### config.mk
export PLATFORM = sky130hd
export DESIGN_NAME = spi_frame_decoder
export DESIGN_NICKNAME = d
export VERILOG_FILES = /design/src/rtl/spi_frame_pkg.sv /design/src/rtl/spi_frame_decoder_cs_sync.sv /design/src/rtl/spi_frame_decoder.sv
export SDC_FILE = /design/constraint.sdc
export NUM_CORES = 1
export LEC_CHECK = 0
export CELL_PAD_IN_SITES_DETAIL_PLACEMENT = 0
export CELL_PAD_IN_SITES_GLOBAL_PLACEMENT = 2
export CORE_MARGIN = 5
export CORE_UTILIZATION = 40
export CTS_CLUSTER_SIZE = 20
export DETAILED_ROUTE_END_ITERATION = 10
export DONT_BUFFER_PORTS = 1
export PLACE_DENSITY_LB_ADDON = 0.1
export SYNTH_ARGS = -nofsm -noshare
export SYNTH_HDL_FRONTEND = slang
export SYNTH_SLANG_ARGS = --single-unit
### constraint.sdc
create_clock -name clk -period 2.1 [get_ports clk]
set_input_delay 0.42 -clock clk [delete_from_list [all_inputs] [get_ports clk]]
set_output_delay 0.42 -clock clk [all_outputs]
set_load 0.01 [all_outputs]
### src/rtl/spi_frame_pkg.sv
// Shared opcodes, buffer-select codes and FSM state encoding for the SPI frame decoder.
// The CSUM state exists only when CHECKSUM_EN is defined.
package spi_frame_pkg;

  localparam logic [7:0] OPC_LOAD_W = 8'h01;
  localparam logic [7:0] OPC_LOAD_A = 8'h02;
  localparam logic [7:0] OPC_RUN    = 8'h03;

  localparam logic WR_SEL_W = 1'b0;
  localparam logic WR_SEL_A = 1'b1;

  typedef enum logic [2:0] {
    ST_IDLE,
    ST_LEN,
    ST_AHI,
    ST_ALO,
    ST_PAYLOAD,
    ST_DISCARD
`ifdef CHECKSUM_EN
    , ST_CSUM
`endif
  } state_e;

endpackage

### src/rtl/spi_frame_decoder_cs_sync.sv
// Two-flop synchronizer for the raw SPI chip select.
// It resets to 1 so that the decoder sees "deselected" until the real level arrives.
module cs_sync (
  input  logic clk,
  input  logic rst,
  input  logic async_i,
  output logic sync_o
);

  logic meta_q, sync_q;

  always_ff @(posedge clk or posedge rst) begin
    if (rst) begin
      meta_q <= 1'b1;
      sync_q <= 1'b1;
    end else begin
      meta_q <= async_i;
      sync_q <= meta_q;
    end
  end

  assign sync_o = sync_q;

endmodule

### src/rtl/spi_frame_decoder.sv
// Parses host command frames from the SPI byte stream into buffer writes and a run pulse.
// Define CHECKSUM_EN to require and verify a trailing XOR checksum byte on every frame.
module spi_frame_decoder
  import spi_frame_pkg::*;
#(
  parameter int ADDR_W     = 10,
  parameter int DATA_WIDTH = 8
) (
  input  logic                  clk,
  input  logic                  rst,
  input  logic [DATA_WIDTH-1:0] byte_in,
  input  logic                  byte_valid,
  input  logic                  cs_n,
  output logic                  wr_en,
  output logic                  wr_sel,
  output logic [ADDR_W-1:0]     wr_addr,
  output logic [DATA_WIDTH-1:0] wr_data,
  output logic                  start,
  output logic                  frame_err,
  output logic                  busy
);

  logic cs_s;

  cs_sync u_cs_sync (
    .clk     (clk),
    .rst     (rst),
    .async_i (cs_n),
    .sync_o  (cs_s)
  );

  state_e                state_q, state_d;
  logic [7:0]            len_q, len_d;
  logic [7:0]            cnt_q, cnt_d;
  logic [7:0]            ahi_q, ahi_d;
  logic [ADDR_W-1:0]     addr_q, addr_d;
  logic                  sel_q, sel_d;
  logic                  wr_en_q, wr_en_d;
  logic                  wr_sel_q, wr_sel_d;
  logic [ADDR_W-1:0]     wr_addr_q, wr_addr_d;
  logic [DATA_WIDTH-1:0] wr_data_q, wr_data_d;
  logic                  start_q, start_d;
  logic                  err_q, err_d;
`ifdef CHECKSUM_EN
  logic [7:0]            csum_q, csum_d;
  logic                  is_run_q, is_run_d;
`endif

  always_comb begin
    state_d   = state_q;
    len_d     = len_q;
    cnt_d     = cnt_q;
    ahi_d     = ahi_q;
    addr_d    = addr_q;
    sel_d     = sel_q;
    wr_en_d   = 1'b0;
    wr_sel_d  = wr_sel_q;
    wr_addr_d = wr_addr_q;
    wr_data_d = wr_data_q;
    start_d   = 1'b0;
    err_d     = 1'b0;
`ifdef CHECKSUM_EN
    csum_d    = csum_q;
    is_run_d  = is_run_q;
`endif
    // A deselect aborts whatever is in flight, including a byte arriving this cycle.
    if (cs_s) begin
      state_d = ST_IDLE;
      if (state_q != ST_IDLE && state_q != ST_DISCARD) err_d = 1'b1;
    end else if (byte_valid) begin
`ifdef CHECKSUM_EN
      csum_d = csum_q ^ byte_in;
`endif
      case (state_q)
        ST_IDLE: begin
`ifdef CHECKSUM_EN
          csum_d   = byte_in;
          is_run_d = 1'b0;
`endif
          case (byte_in)
            OPC_LOAD_W: begin sel_d = WR_SEL_W; state_d = ST_LEN; end
            OPC_LOAD_A: begin sel_d = WR_SEL_A; state_d = ST_LEN; end
            OPC_RUN: begin
`ifdef CHECKSUM_EN
              is_run_d = 1'b1;
              state_d  = ST_CSUM;
`else
              start_d  = 1'b1;
`endif
            end
            default: begin
              state_d = ST_DISCARD;
              err_d   = 1'b1;
            end
          endcase
        end
        ST_LEN: begin len_d = byte_in; state_d = ST_AHI; end
        ST_AHI: begin ahi_d = byte_in; state_d = ST_ALO; end
        ST_ALO: begin
          addr_d  = ADDR_W'({ahi_q, byte_in});
          cnt_d   = 8'd0;
          state_d = ST_PAYLOAD;
        end
        ST_PAYLOAD: begin
          wr_en_d   = 1'b1;
          wr_sel_d  = sel_q;
          wr_addr_d = addr_q;
          wr_data_d = byte_in;
          addr_d    = addr_q + ADDR_W'(1);
          cnt_d     = cnt_q + 8'd1;
          if (cnt_q == len_q) begin
`ifdef CHECKSUM_EN
            state_d = ST_CSUM;
`else
            state_d = ST_IDLE;
`endif
          end
        end
`ifdef CHECKSUM_EN
        ST_CSUM: begin
          state_d = ST_IDLE;
          if (byte_in != csum_q) err_d = 1'b1;
          else if (is_run_q)     start_d = 1'b1;
        end
`endif
        ST_DISCARD: state_d = ST_DISCARD;
        default:    state_d = ST_IDLE;
      endcase
    end
  end

  always_ff @(posedge clk or posedge rst) begin
    if (rst) begin
      state_q   <= ST_IDLE;
      len_q     <= '0;
      cnt_q     <= '0;
      ahi_q     <= '0;
      addr_q    <= '0;
      sel_q     <= 1'b0;
      wr_en_q   <= 1'b0;
      wr_sel_q  <= 1'b0;
      wr_addr_q <= '0;
      wr_data_q <= '0;
      start_q   <= 1'b0;
      err_q     <= 1'b0;
`ifdef CHECKSUM_EN
      csum_q    <= '0;
      is_run_q  <= 1'b0;
`endif
    end else begin
      state_q   <= state_d;
      len_q     <= len_d;
      cnt_q     <= cnt_d;
      ahi_q     <= ahi_d;
      addr_q    <= addr_d;
      sel_q     <= sel_d;
      wr_en_q   <= wr_en_d;
      wr_sel_q  <= wr_sel_d;
      wr_addr_q <= wr_addr_d;
      wr_data_q <= wr_data_d;
      start_q   <= start_d;
      err_q     <= err_d;
`ifdef CHECKSUM_EN
      csum_q    <= csum_d;
      is_run_q  <= is_run_d;
`endif
    end
  end

  assign wr_en     = wr_en_q;
  assign wr_sel    = wr_sel_q;
  assign wr_addr   = wr_addr_q;
  assign wr_data   = wr_data_q;
  assign start     = start_q;
  assign frame_err = err_q;
  assign busy      = (state_q != ST_IDLE);

endmodule
Word level (Yosys, flattened, before mapping):

Index checks and enable logic that the tools add are counted.

* memories: 0
* bits in writable memories: 0
* flip-flop bits (word level): 56
* bits in latches: 0
* input bits: 12
* logic and storage cells: 63
* memory bits (read-only): 0

* multiply operators: 0
* divide/modulo/power cells: 0
* equality and inequality tests: 12
* muxes and demuxes: 20
* magnitude comparators: 0
* add/subtract/negate cells: 2
* bitwise logic cells: 1
* reductions and logical operators: 14
* shift operators: 0

Operator list (number)
* one-hot mux 10 bit (2 select lines): 1
* one-hot mux 3 bit (6 select lines): 1
* equality test 8 x 2 -> 1 bit (second input constant): 2
* one-hot mux 8 bit (2 select lines): 1
* AND reduction 3 bit: 5
* 2-to-1 mux 1 bit: 12
* adder 10 x 1 -> 10 bit (second input constant): 1
* 2-to-1 mux 3 bit: 3
* adder 8 x 1 -> 8 bit (second input constant): 1
* equality test 8 x 1 -> 1 bit (second input constant): 1
* equality test 8 bit: 1
* equality test 3 x 2 -> 1 bit (second input constant): 2
* equality test 3 bit (second input constant): 2
* != test 3 x 2 -> 1 bit (second input constant): 2
* one-hot mux 3 bit (2 select lines): 1
* nonzero test 2 bit: 3
* AND reduction 4 bit: 1
* equality test 3 x 1 -> 1 bit (second input constant): 1
* logical NOT 3 bit: 1
* != test 3 bit (second input constant): 1
* nonzero test 3 bit: 1
* OR reduction 3 bit: 1
* one-hot mux 1 bit (2 select lines): 1
* OR reduction 2 bit: 1
* 2 further kinds: 2

Depth between registers and ports, before layout:

* depth after elaboration: 6
* mapped depth: 7
* mapped depth without buffers: 5

Cells and area by module:

A second synthesis with hierarchy kept.

* cell total of the unflattened synthesis: 282
* area total of the unflattened synthesis: 2653.8 um^2

Modules (own cells, without submodules)
* spi_frame_decoder: times used 1, cells an instance 279, seq. area each 1351.3 um^2, area each 2597.5 um^2
* cs_sync: times used 1, cells an instance 3, seq. area each 52.6 um^2, area each 56.3 um^2

Worst setup path after synthesis:

No wires, ideal clock.

* path type: reg2reg
* start point: register state_q[0]
* end point: register cnt_q[5]
* period minus slack after synthesis: 1.828 ns
* library setup time: 0.078 ns
* stages on the path, launching flop included: 7
* data required time: 2.022 ns
* setup slack: 0.272 ns
* data arrival time: 1.750 ns
* buffers on the path: 2
* path through: dfrtp_1 -> buf_6 -> or3b_4 -> a21o_1 -> buf_6 -> or4_1 -> a21oi_1

* word-level cells in the longest chain between the ends: 3

RTL lines
* start: declaration: RTL line spi_frame_decoder.sv:32 `state_e state_q, state_d;`
* start signal: assignment: RTL line spi_frame_decoder.sv:151 `state_q <= state_d;`
* equality test 3 bit / equality test 3 x 2 -> 1 bit (equally long branches): RTL line spi_frame_decoder.sv:74 `case (state_q)`
* nonzero test 2 bit (no source line)
* AND reduction 3 bit (no source line)
* end signal: assignment: RTL line spi_frame_decoder.sv:153 `cnt_q <= cnt_d;`
* end: declaration: RTL line spi_frame_decoder.sv:34 `logic [7:0] cnt_q, cnt_d;`

Parallel ways exist; a longest one is shown, timed or not.
A chain may end at the register's enable or synchronous reset.

Worst setup path in the final report:

* start point: register state_q[2]
* end point: output busy

* word-level cells in the longest chain between the ends: 1

RTL lines
* nonzero test 3 bit: RTL line spi_frame_decoder.sv:176 `assign busy = (state_q != ST_IDLE);`
* end: declaration: RTL line spi_frame_decoder.sv:20 `output logic busy`

Every way passes these cells.

==> results.md <==
Logic synthesis:
- Counting every net in the synthesized netlist gives 259.
- The number of different library cells used by synthesis comes to 45.
- The number of enable-type register cells in the synthesized netlist is 0.
- The number of warnings issued by yosys is 0.
- The synthesized design devotes to its leading area cell type 50.5% of total area.
- After synthesis, the cell types taking the most area are dfrtp_1 50%, mux2_2 11%, xnor2_1 3.9%.
- The cell taking the most area after synthesis is dfrtp_1.
- Synthesis handed over a netlist of 245 instances.
- The proportion of synthesized flip-flops having asynchronous set or reset is 100%.
- Dividing the synthesized area by the synthesized cell count gives 10.9 µm².
- The sequential element share of the synthesized area is 52.5%.
- Among all flip-flop cells after synthesis, the most frequent one is dfrtp_1.
- The synthesized flop and latch total is 56.
- The mapped netlist covers 2680 µm².

Global routing:
- Across every metal layer, demand over resource in global routing totals 16.2%.
- The wire length of the first global-routing pass is 10800 µm.
- The total overflow left after global routing is 0.
- The number of global-route vias before repair is 1970.
- The largest net degree at the start of global routing is 25.
- The number of antenna violations at the first check in global routing was 0.

Clock tree:
- The CTS tree is done.
- The root buffer selected by CTS is clkbuf_8.
- Clock-pin slew was measured on the worst setup and hold paths at 100 ps.
- The post-cts gate resize count is 0.
- The H-tree was split into 2 levels.
- For this design, the CTS-stage hold fixing added 0 buffers.
- Clock tree synthesis found a total of 56 sinks.
- The latest clock arrival within the worst-skew pair is 310 ps.
- Buffers added to address setup during post-CTS repair amount to 0.
- The CTS buffer count is 5.
- The maximum count of clock buffers along a single path is 2.

Run status:
- The flow ran to the end, and the final reports show no timing, DRC or antenna violations.

Floorplanning:
- The die is 91.8 µm wide.
- The area enclosed by the die boundary is 8430 µm².
- The region available for standard cell placement spans 6420 µm².
- In this run the core area contains 29 standard-cell rows.
- The top-level port count is 35.
- Once the floorplan was initialized, standard cells occupied 41.7% of the core.
- The overall die height is 91.8 µm.

Final layout:
- The area growth from synthesis to layout is 9.21%.
- Measured on the finished design, the core utilization comes to 45.5%.
- The area used by multi-input combinational logic is 1170 µm².
- The final standard cell count with taps included and fillers excluded is 332.
- The antenna diode count is 0.
- The net count of the finished layout is 268.
- In the final layout, flip-flops and latches occupy 1400 µm².
- Fill cells in the final layout number 608.
- The share of layout cells above drive strength 1 is 21.6%.

Pwr:
- The worst-case vdd ir drop is 0.433 mV.
- Dividing total power by cell area gives a power density of 1100 nW/µm².
- For this design the static power due to leakage is 1.21 nW.

Detailed routing:
- Once detail routing completed, the nets flagged for antenna violations numbered 0.
- The remaining design rule violation count is 0.
- For this block, the via count after detailed routing is 1981.
- Dividing the detail-routed wire length by the instance count gives 19.6 µm.
- The wire length reported by the detailed router is 6520 µm.
- The number of optimization iterations in the first detailed-route pass is 4.
- The routed via count divided by cell count is 5.97.
- The count of routing violations after the opening detailed-route iteration is 71.

Worst setup path:
- For the worst setup path, the data arrival time is 1420 ps.
- The critical setup path kind is reg -> out.
- The count of cells along the worst register-to-register path is 5.
- The largest fanout on the critical path is 12.
- The worst register-to-register path begins at state_q[0].
- The endpoint type of the worst setup path is an output pin.
- At the worst endpoint, the required time is 1680 ps.
- The sort of element at the start of the critical path is a flip-flop.
- The endpoint identified for the worst register-to-register timing path is cnt_q[7].
- The slack of the worst reg-to-reg path is 290 ps.

Worst hold path:
- The tightest min-delay check is of the in -> async type.

Timing:
- After routing, the total negative slack on setup checks comes to 0 ps.
- The max-slew violation count is 0.
- The transition time at the pin with the least slew margin is 575 ps.
- The final hold slack is 14.4 ps.
- The number of hold violations in the final report is 0.
- The number of setup violations in the final report is 0.
- Setup repair after global routing left no endpoint under its margin.
- The final worst clock skew is 11.9 ps.
- Dividing the final minimum period by the clock period gives 87.8%.
- For this run, the top clock speed supported by timing is 542 MHz.
- In this run the tightest slew margin relative to its limit is 60.7%.
- The clock period could shrink to 1840 ps.

Place:
- Once placement completed, the tool counted placed cells totaling 324.
- Buffers placed on the I/O ports in this run total 0.
- The HPWL after detailed placement is 4800 µm.
- The placer's final routability congestion estimate is 0.786.

Flow run:
- The max-cap check violation count is 0.
==> area by class of cell <==
| cell class | count | area share, % |
|---|---|---|
| repair buffers | 16 | 4.11 |
| multi-input cells | 168 | 40.0 |
| clock inverters | 1 | 1.03 |
| well taps | 77 | 3.30 |
| clock buffers | 7 | 2.61 |
| inverters | 7 | 0.899 |
| flip-flops and latches | 56 | 48.0 |
==> Yosys cell counts (2+ instances only) <==
| cell type | count |
|---|---|
| buf_6 | 3 |
| and4_1 | 2 |
| a21oi_1 | 12 |
| o21ai_0 | 19 |
| xnor2_1 | 12 |
| nor3_1 | 6 |
| a2bb2oi_1 | 2 |
| o21bai_1 | 2 |
| nand3_1 | 6 |
| a211oi_1 | 3 |
| nor2_1 | 14 |
| a32oi_1 | 3 |
| a41oi_1 | 3 |
| o31ai_1 | 3 |
| nor2b_1 | 2 |
| a2111oi_0 | 2 |
| clkbuf_1 | 10 |
| nand4_1 | 6 |
| nand2_1 | 19 |
| dfstp_2 | 2 |
| mux2_2 | 27 |
| ha_1 | 2 |
| a21o_1 | 2 |
| and3_1 | 2 |
| or4_1 | 2 |
| inv_1 | 6 |
| dfrtp_1 | 54 |
| nor3b_1 | 2 |
==> power by group <==
part	internal [W]	switching, W	total, W	leakage, nW
Combinational	0.000382	0.000305	0.000687	0.475
Sequential	0.00142	0.000418	0.00184	0.681
Clock	0.000358	0.000340	0.000698	0.0524
==> layer usage <==
layer | track usage [%] | vias to the layer above | share of wire [%]
li1 | - | 903 | -
met1 | 22.1 | 1001 | 45
met3 | 5.56 | 9 | 7.6
met4 | 5.45 | 0 | 2.0
met5 | 0 | - | 0
met2 | 24.2 | 68 | 45
==> cell usage in the layout, fill, tap and decap left out, types with 3 or more instances in the layout <==
cell      synthesis  final
nand2_1          19     19
buf_4             0     16
a41oi_1           3      3
xnor2_1          12     12
a32oi_1           3      3
a21oi_1          12     12
clkbuf_8          0      5
nor3_1            6      6
a211oi_1          3      3
nand3_1           6      6
mux2_2           27     27
o31ai_1           3      3
inv_1             6      5
o21ai_0          19     19
dfrtp_1          54     54
nor2_1           14     14
nand4_1           6      6
==> logic make-up (layout without fill, tap and decap cells) <==
group	Yosys count	in the layout	synth area share, %
simple gates	67	67	12.9
compound gates	59	59	14.3
flops	56	56	52.5
mux	27	27	11.4
buf+inv	21	31	3.83
xor+xnor	13	13	4.25
fa+ha+maj	2	2	0.935
==> worst max path at each step <==
stage               end        from  slack [ps]  cells after the start
2_1_floorplan  cnt_q[5]  state_q[0]         270                      6
3_3_place_gp   cnt_q[5]  state_q[0]         380                      5
3_5_place_dp   cnt_q[7]  state_q[0]         340                      5
4_1_cts            busy  state_q[2]         250                      3
5_1_grt            busy  state_q[2]         150                      3
6_report           busy  state_q[2]         260                      3
==> critical path, stage by stage (launching register included) <==
cell     delay [ps]
dfrtp_1         400
buf_4           180
nor3_1          390
inv_1           160
==> registers in the layout, summed over array words and instances (netlist names) <==
name              cells
addr_q               10
ahi_q                 2
cnt_q                 8
frame_err             1
len_q                 8
sel_q                 1
start                 1
state_q               3
u_cs_sync.meta_q      1
u_cs_sync.sync_o      1
wr_addr              10
wr_data               8
wr_en                 1
wr_sel                1
==> stage by stage <==
step / instance area [µm²] / power, W / worst slack (ps)
6_report: 2920 / 0.00322 / 256
5_1_grt: 2920 / 0.00344 / 148
4_1_cts: 2920 / 0.00325 / 254
3_5_place_dp: 2820 / 0.00255 / 343
3_3_place_gp: 2820 / 0.00251 / 385
2_1_floorplan: 2680 / 0.00232 / 272
Power figures use the tool's default switching activity.
